<file path="config.mk">
export PLATFORM = sky130hd
export DESIGN_NAME = if_fetch_unit_flat
export DESIGN_NICKNAME = d
export VERILOG_FILES = /design/src/rtl/if_fetch_unit_pkg.sv /design/src/rtl/if_fetch_unit_if.sv /design/src/rtl/if_fetch_unit_buffer.sv /design/src/rtl/if_fetch_unit.sv /design/src/flat_wrapper.sv
export SDC_FILE = /design/constraint.sdc
export NUM_CORES = 1
export LEC_CHECK = 0
export CAP_MARGIN = 40
export CORE_UTILIZATION = 40
export CTS_BUF_LIST = sky130_fd_sc_hd__clkbuf_8 sky130_fd_sc_hd__clkbuf_16
export CTS_CLUSTER_DIAMETER = 60
export CTS_CLUSTER_SIZE = 10
export DETAILED_ROUTE_END_ITERATION = 7
export GPL_TIMING_DRIVEN = 0
export PLACE_DENSITY = 0.64
export SLEW_MARGIN = 0
export SYNTH_ARGS = -nofsm -noshare
export SYNTH_HDL_FRONTEND = slang
export SYNTH_SLANG_ARGS = --single-unit
</file>
<file path="constraint.sdc">
create_clock -name clk -period 4 [get_ports clk]
set_input_delay 1.2 -clock clk [delete_from_list [all_inputs] [get_ports clk]]
set_output_delay 1.2 -clock clk [all_outputs]
set_load 0.005 [all_outputs]
</file>
<file path="src/rtl/if_fetch_unit_pkg.sv">
// ---------------------------------------------------------------------------
// if_pkg -- shared types and constants for the instruction-fetch slice.
//
// Contents:
//   XLEN          default address / instruction width
//   fetch_state_t fetch sequencer states (IDLE, WAIT, SQUASH)
//   fetch_entry_t one fetch-buffer entry: {pc, instr}
//   NOP           canonical addi x0,x0,0, used downstream for bubbles
// ---------------------------------------------------------------------------
package if_pkg;

  localparam int XLEN = 32;

  localparam logic [XLEN-1:0] NOP = 32'h0000_0013;

  // WAIT keeps the returning word, SQUASH throws it away (redirect happened
  // while the request was in flight).
  typedef enum logic [1:0] {
    IDLE   = 2'd0,
    WAIT   = 2'd1,
    SQUASH = 2'd2
  } fetch_state_t;

  typedef struct packed {
    logic [XLEN-1:0] pc;
    logic [XLEN-1:0] instr;
  } fetch_entry_t;

endpackage

</file>
<file path="src/rtl/if_fetch_unit_if.sv">
// ---------------------------------------------------------------------------
// if_fetch_unit_if -- bus bundle between the fetch unit, instruction memory
// and the IF/ID stage.
//
// Signals:
//   imem_req_valid / imem_req_ready / imem_req_addr   fetch request
//   imem_rsp_valid / imem_rsp_data                    fetch response
//   id_valid / id_ready / id_instr / id_pc            buffer head to IF/ID
//
// Modports:
//   master  the fetch unit side
//   slave   the environment side (memory + IF/ID)
// ---------------------------------------------------------------------------
interface if_fetch_unit_if #(
  parameter int XLEN = if_pkg::XLEN
) ();

  logic            imem_req_valid;
  logic            imem_req_ready;
  logic [XLEN-1:0] imem_req_addr;
  logic            imem_rsp_valid;
  logic [XLEN-1:0] imem_rsp_data;
  logic            id_valid;
  logic            id_ready;
  logic [XLEN-1:0] id_instr;
  logic [XLEN-1:0] id_pc;

  modport master (
    output imem_req_valid, imem_req_addr,
    input  imem_req_ready,
    input  imem_rsp_valid, imem_rsp_data,
    output id_valid, id_instr, id_pc,
    input  id_ready
  );

  modport slave (
    input  imem_req_valid, imem_req_addr,
    output imem_req_ready,
    output imem_rsp_valid, imem_rsp_data,
    input  id_valid, id_instr, id_pc,
    output id_ready
  );

endinterface

</file>
<file path="src/rtl/if_fetch_unit_buffer.sv">
// ---------------------------------------------------------------------------
// fetch_buffer -- small FIFO of fetched {pc, instr} entries.
//
// Ports:
//   clk, reset_n   clock, asynchronous active-low reset
//   push, entry    write one entry at the tail
//   pop            drop the head entry
//   clear          empty the FIFO at the next edge (wins over push/pop)
//   count          number of valid entries (0..DEPTH)
//   head           entry at the head (meaningful only when count != 0)
//
// DEPTH must be a power of two so the pointers wrap naturally.
// ---------------------------------------------------------------------------
module fetch_buffer
  import if_pkg::*;
#(
  parameter int DEPTH = 4
) (
  input  logic                     clk,
  input  logic                     reset_n,
  input  logic                     push,
  input  fetch_entry_t             entry,
  input  logic                     pop,
  input  logic                     clear,
  output logic [$clog2(DEPTH):0]   count,
  output fetch_entry_t             head
);

  localparam int AW = $clog2(DEPTH);

  fetch_entry_t       mem [DEPTH];
  logic [AW-1:0]      wr_ptr;
  logic [AW-1:0]      rd_ptr;
  logic [AW:0]        count_q;

  // Storage is reset too so the head reads zero straight out of reset.
  always_ff @(posedge clk or negedge reset_n) begin
    if (!reset_n) begin
      wr_ptr  <= '0;
      rd_ptr  <= '0;
      count_q <= '0;
      for (int i = 0; i < DEPTH; i++) begin
        mem[i] <= '0;
      end
    end else if (clear) begin
      wr_ptr  <= '0;
      rd_ptr  <= '0;
      count_q <= '0;
    end else begin
      if (push) begin
        mem[wr_ptr] <= entry;
        wr_ptr      <= wr_ptr + 1'b1;
      end
      if (pop) begin
        rd_ptr <= rd_ptr + 1'b1;
      end
      if (push && !pop) begin
        count_q <= count_q + 1'b1;
      end else if (pop && !push) begin
        count_q <= count_q - 1'b1;
      end
    end
  end

  assign count = count_q;
  assign head  = mem[rd_ptr];

endmodule

</file>
<file path="src/rtl/if_fetch_unit.sv">


module if_fetch_unit
  import if_pkg::*;
#(
  parameter int XLEN      = if_pkg::XLEN,
  parameter int BUF_DEPTH = 4
) (
  input  logic            clk,
  input  logic            reset_n,
  input  logic [XLEN-1:0] IF_PC,
  output logic            PCWrite,
  input  logic            flush,
  if_fetch_unit_if.master bus
);

  localparam int CW = $clog2(BUF_DEPTH) + 1;

  fetch_state_t    state_q;
  fetch_state_t    state_d;
  logic [XLEN-1:0] req_pc_q;
  logic [CW-1:0]   buf_count;
  fetch_entry_t    push_entry;
  fetch_entry_t    head;
  logic            in_flight;
  logic            rsp_kept;
  logic            credit;
  logic            issue;
  logic            accept;
  logic            push;
  logic            pop;

  assign in_flight = (state_q == WAIT) || (state_q == SQUASH);
  assign rsp_kept  = (state_q == WAIT) && bus.imem_rsp_valid;

  // Credit uses the registered count: a same-cycle dequeue is not counted,
  // which keeps the path from id_ready to imem_req_valid short.
  assign credit = (buf_count + CW'(rsp_kept)) < CW'(BUF_DEPTH);

  assign issue = !flush && credit &&
                 ((state_q == IDLE) || (in_flight && bus.imem_rsp_valid));

  assign bus.imem_req_valid = issue && reset_n;
  assign bus.imem_req_addr  = IF_PC;
  assign accept             = bus.imem_req_valid && bus.imem_req_ready;
  assign PCWrite            = (accept || flush) && reset_n;

  assign push             = rsp_kept && !flush;
  assign push_entry.pc    = req_pc_q;
  assign push_entry.instr = bus.imem_rsp_data;

  assign bus.id_valid = (buf_count != '0) && !flush && reset_n;
  assign pop          = bus.id_valid && bus.id_ready;
  assign bus.id_pc    = head.pc;
  assign bus.id_instr = head.instr;

  // State register plus the PC of the request currently in flight.
  always_ff @(posedge clk or negedge reset_n) begin
    if (!reset_n) begin
      state_q  <= IDLE;
      req_pc_q <= '0;
    end else begin
      state_q <= state_d;
      if (accept) begin
        req_pc_q <= IF_PC;
      end
    end
  end

  // Next state: a response retires the outstanding request unless a new one
  // is accepted in the same cycle; a flush turns a pending request into a
  // squashed one so its data is dropped when it arrives.
  always_comb begin
    state_d = state_q;
    unique case (state_q)
      IDLE: begin
        if (accept) begin
          state_d = WAIT;
        end
      end
      WAIT: begin
        if (flush) begin
          state_d = bus.imem_rsp_valid ? IDLE : SQUASH;
        end else if (bus.imem_rsp_valid) begin
          state_d = accept ? WAIT : IDLE;
        end
      end
      SQUASH: begin
        if (bus.imem_rsp_valid) begin
          state_d = accept ? WAIT : IDLE;
        end
      end
      default: state_d = IDLE;
    endcase
  end

  fetch_buffer #(
    .DEPTH(BUF_DEPTH)
  ) u_buffer (
    .clk    (clk),
    .reset_n(reset_n),
    .push   (push),
    .entry  (push_entry),
    .pop    (pop),
    .clear  (flush),
    .count  (buf_count),
    .head   (head)
  );

endmodule

</file>
<file path="src/flat_wrapper.sv">
// flat-port wrapper written by rule: the top's interface ports become plain ports
module if_fetch_unit_flat import if_pkg::*;
#(
  parameter int XLEN      = if_pkg::XLEN,
  parameter int BUF_DEPTH = 4
)
  (clk, reset_n, IF_PC, PCWrite, flush, bus_imem_req_valid, bus_imem_req_addr, bus_imem_req_ready, bus_imem_rsp_valid, bus_imem_rsp_data, bus_id_valid, bus_id_instr, bus_id_pc, bus_id_ready);
  if_fetch_unit_if #(.XLEN(XLEN)) bus_i ();
  input  logic clk;
  input  logic reset_n;
  input  logic [XLEN-1:0] IF_PC;
  output logic PCWrite;
  input  logic flush;
  output wire logic [$bits(bus_i.imem_req_valid)-1:0] bus_imem_req_valid;
  output wire logic [$bits(bus_i.imem_req_addr)-1:0] bus_imem_req_addr;
  input wire logic [$bits(bus_i.imem_req_ready)-1:0] bus_imem_req_ready;
  input wire logic [$bits(bus_i.imem_rsp_valid)-1:0] bus_imem_rsp_valid;
  input wire logic [$bits(bus_i.imem_rsp_data)-1:0] bus_imem_rsp_data;
  output wire logic [$bits(bus_i.id_valid)-1:0] bus_id_valid;
  output wire logic [$bits(bus_i.id_instr)-1:0] bus_id_instr;
  output wire logic [$bits(bus_i.id_pc)-1:0] bus_id_pc;
  input wire logic [$bits(bus_i.id_ready)-1:0] bus_id_ready;
  assign bus_imem_req_valid = bus_i.imem_req_valid;
  assign bus_imem_req_addr = bus_i.imem_req_addr;
  assign bus_i.imem_req_ready = bus_imem_req_ready;
  assign bus_i.imem_rsp_valid = bus_imem_rsp_valid;
  assign bus_i.imem_rsp_data = bus_imem_rsp_data;
  assign bus_id_valid = bus_i.id_valid;
  assign bus_id_instr = bus_i.id_instr;
  assign bus_id_pc = bus_i.id_pc;
  assign bus_i.id_ready = bus_id_ready;
  if_fetch_unit #(.XLEN(XLEN), .BUF_DEPTH(BUF_DEPTH)) u_core (.clk(clk), .reset_n(reset_n), .IF_PC(IF_PC), .PCWrite(PCWrite), .flush(flush), .bus(bus_i));
endmodule
</file>
==> impl_results.md <==
- Post-synthesis cell type count: 41
- RSZ-0062 raised after global routing: no
- CTS tree: built
- Top Ports: roughly 170
- Final Max Tran Viols: 0
- Die height: 183.8 microns
- Yosys warns: 0
- GRT Total Usage: 0.1725
- Yosys top cell by area: dfrtp_1
- Fraction of registers with async set/reset: 1.000
- Post-DR vias/cell: roughly 5.1
- Mux cell area share after synthesis: 0.3630
- Ranking of synthesized cells by area: dfrtp_1 (56%), mux2_2 (22%), mux4_2 (11%), mux2_4 (3.2%), buf_4 (1.8%)
- Fin nets: around 1,100
- Grt ovf: 0
- Dpl hpwl: about 18 mm
- Critical R2R Launch: u_core.state_q[1]$_DFFE_PN0P_
- Compound-Gate Fraction of Synth Area: 0.008516
- Met3 Use GR: 0.03764
- CTS H-tree lvls: 2
- Hold Crit Class: flip-flop to flip-flop
- Layout cell share with drive strength beyond 1: 0.4829
- Routed vias: ~7,400
- Reg2Reg Depth: 8
- Final Cycle Share: 0.9694
- Port bufs: roughly 170
- Critical path arrival: between 2000 and 3000 ps
- Final hold vios: 0
- Initial DRC count: slightly above 300
- Syn avg cell area: between 15 and 20 sq um
- Cells after Synth: 799
- GRT busiest layer: met2
- Setup CP Type: primary input to primary output
- Synthesized net count: 878
- Yosys reg bits: just under 300
- Startpoint Class: primary input
- Die area: between 0.03 and 0.04 sq mm
- Root Driver: clkbuf_16
- First-pass GRT wire length: between 40 and 50 mm
- Yosys top cell area share: 0.5621
- Initial Utilization: 0.4064
- Worst-margin pin slew: between 700 and 800 ps
- Core Util, Final: 0.5151
- CORE AREA: between 0.03 and 0.04 sq mm
- Leakage: between 7 and 8 nW
- Critical Path Source: reset_n
- Post-Synth Adder-Cell Area: 0.009084
- Max_cap viols: 0
- Fillers: 2,809
- # diodes: 0
- Pwr Density: about 600 mW/mm^2
- Clock sinks: around 300
- Skew-Pair Late Insertion Delay: just over 500 ps
- Syn-to-layout area delta: 26.74%
- Worst R2R Setup Slack: ~1400 ps
- Met2 Use GR: 0.2745
- Final setup vio count: 0
- Status: completed
- Ys flop type: dfrtp_1
- Critical Path Sink: PCWrite
- Post-DR wirelength/cell: about 19 microns
- Worst slew margin: 0.4971
- Largest family of logic cells by synthesized area: multiplexers
- CTS clk-pin slew, worst paths: around 50 ps
- RePlAce Congestion: a little over 0.7
- Initial antenna violation count: 1
- Largest net degree at the start of global routing: 105
- Peak supply drop: between 0.2 and 0.3 mV
- # DRC: 0
- Worst-path maximum fanout: 25
- Min cycle time layout: a little under 4000 ps
- Most frequent cell after synthesis: dfrtp_1
- Synth Area in Simple Gates: 0.01523
- CP Data Required Time: 2800 ps
- Total power draw: approximately 0.010 W
- Synthesized-area fraction occupied by xor and xnor cells: 0.001987
- First-pass iteration count of the detailed router: 4
- Vias in the first global route: between 7,000 and 8,000
- M1 GR Usage: 0.2399
- Max frequency: 257.9 MHz
- Post-synthesis cell area: approximately 0.013 sq mm
- Post-synth EDFFs: 0
- Post-synthesis sequential area ratio: 0.5621
- RR Endpoint: u_core.u_buffer.mem[87]$_DFFE_PN0P_
- Synth top cells by count: dfrtp_1 (297), mux2_2 (260), mux4_2 (64)
- Remaining antenna violation count after routing: 0
- WL final: about 28 mm
- Clock Tree Buf Depth: 3
- Clock buffer count from CTS: 38
- Row count: between 60 and 70
- Final worst clock skew: ~10 ps
- Chip Width: about 180 microns
- CP Capture Type: primary output
cell usage in the layout (no fill, tap or decap), drive strengths merged, types with 2 or more instances in the layout:
cell,instances
dfrtp,297
mux2,288
clkdlybuf4s50,163
buf,72
mux4,64
clkbuf,56
nand2,10
ha,8
inv,8
nor3,6
nor2,6
a21oi,4
nor2b,3
xnor2,3
clkinv,3
nand3b,2
and2,2
o21ai,2
clkinvlp,2
bufinv,2
nand2b,2
or2,2
a311o,2
flip-flops by register name, summed over array words and instances, names as in the netlist:
| register | count |
|---|---|
| u_core.req_pc_q | 32 |
| u_core.u_buffer.rd_ptr | 2 |
| u_core.u_buffer.count | 3 |
| u_core.state_q | 2 |
| u_core.u_buffer.mem | 256 |
| u_core.u_buffer.wr_ptr | 2 |
metrics by stage:
stage	cell area [sq um]	cells	setup TNS [ps]	setup WS, ps	hold slack, ps
floorplan	13220	799	0	389.1	473.9
finish	16760	1465	0	122.5	497.6
CTS	16730	1464	-0.7618	-0.7618	498.6
detailed placement	15530	1412	-1153	-1060	487.2
global placement	15460	1409	-3838600	-11950	481.5
global route	16760	1465	0	60.02	508.9
cell type report:
class / instances / area [sq um] / share of cell area
tap: 442 / 553.0 / 0.03300
clock buffer: 42 / 1017 / 0.06070
sequential: 297 / 7432 / 0.4435
timing repair buffer: 175 / 1822 / 0.1087
buffer: 76 / 525.5 / 0.03136
multi-input combinational: 418 / 5284 / 0.3153
inverter: 7 / 26.28 / 0.001568
clock inverter: 8 / 98.84 / 0.005898
logic make-up (layout without fill, tap and decap cells):
logic type	after synthesis	in the layout
AO/OA/AOI/OAI	15	15
XOR/XNOR	3	3
adder cells (fa/ha/maj)	9	9
buffers and inverters	84	308
flip-flops	297	297
multiplexers	353	353
AND/OR/NAND/NOR	38	38
worst min-delay path by stage:
stage	startpoint	end	slack (ps)	cells past startpoint
2_1_floorplan	u_core.u_buffer.mem[100]$_DFFE_PN0P_	u_core.u_buffer.mem[100]$_DFFE_PN0P_	470	1
3_3_place_gp	u_core.u_buffer.mem[43]$_DFFE_PN0P_	u_core.u_buffer.mem[43]$_DFFE_PN0P_	480	1
3_5_place_dp	u_core.u_buffer.mem[105]$_DFFE_PN0P_	u_core.u_buffer.mem[105]$_DFFE_PN0P_	490	1
4_1_cts	u_core.u_buffer.mem[105]$_DFFE_PN0P_	u_core.u_buffer.mem[105]$_DFFE_PN0P_	500	1
5_1_grt	reset_n	u_core.req_pc_q[16]$_DFFE_PN0N_	510	1
6_report	u_core.u_buffer.mem[80]$_DFFE_PN0P_	u_core.u_buffer.mem[80]$_DFFE_PN0P_	500	1
power breakdown:
part,leakage [nW],switching (W),internal (W)
Clock,0.547,0.00118,0.00192
Sequential,3.95,0.000522,0.00380
Combinational,3.29,0.000828,0.00183
critical path: stages:
cell and delay (ps):
buf_16 170, nand2b_4 70, or3b_4 370, or2_4 270, buf_12 130, buf_12 140, a21boi_4 160, buf_2 130
repair_timing:
item | 4_1_cts | 5_1_grt
endpoints found under the setup margin | 20 | 21
buffers inserted | 2 | 0
cloned | 1 | 1
pin swaps | 2 | 1
resized for setup | 20 | 12
hold buffers | 0 | 0
routing by layer:
| layer | part of all wire | up-vias |
|---|---|---|
| met5 | 0.00046 | - |
| met4 | 0.021 | 2 |
| met3 | 0.054 | 51 |
| met2 | 0.47 | 168 |
| met1 | 0.46 | 3854 |
| li1 | - | 3329 |
No activity file was read; power rests on OpenSTA's default activity.
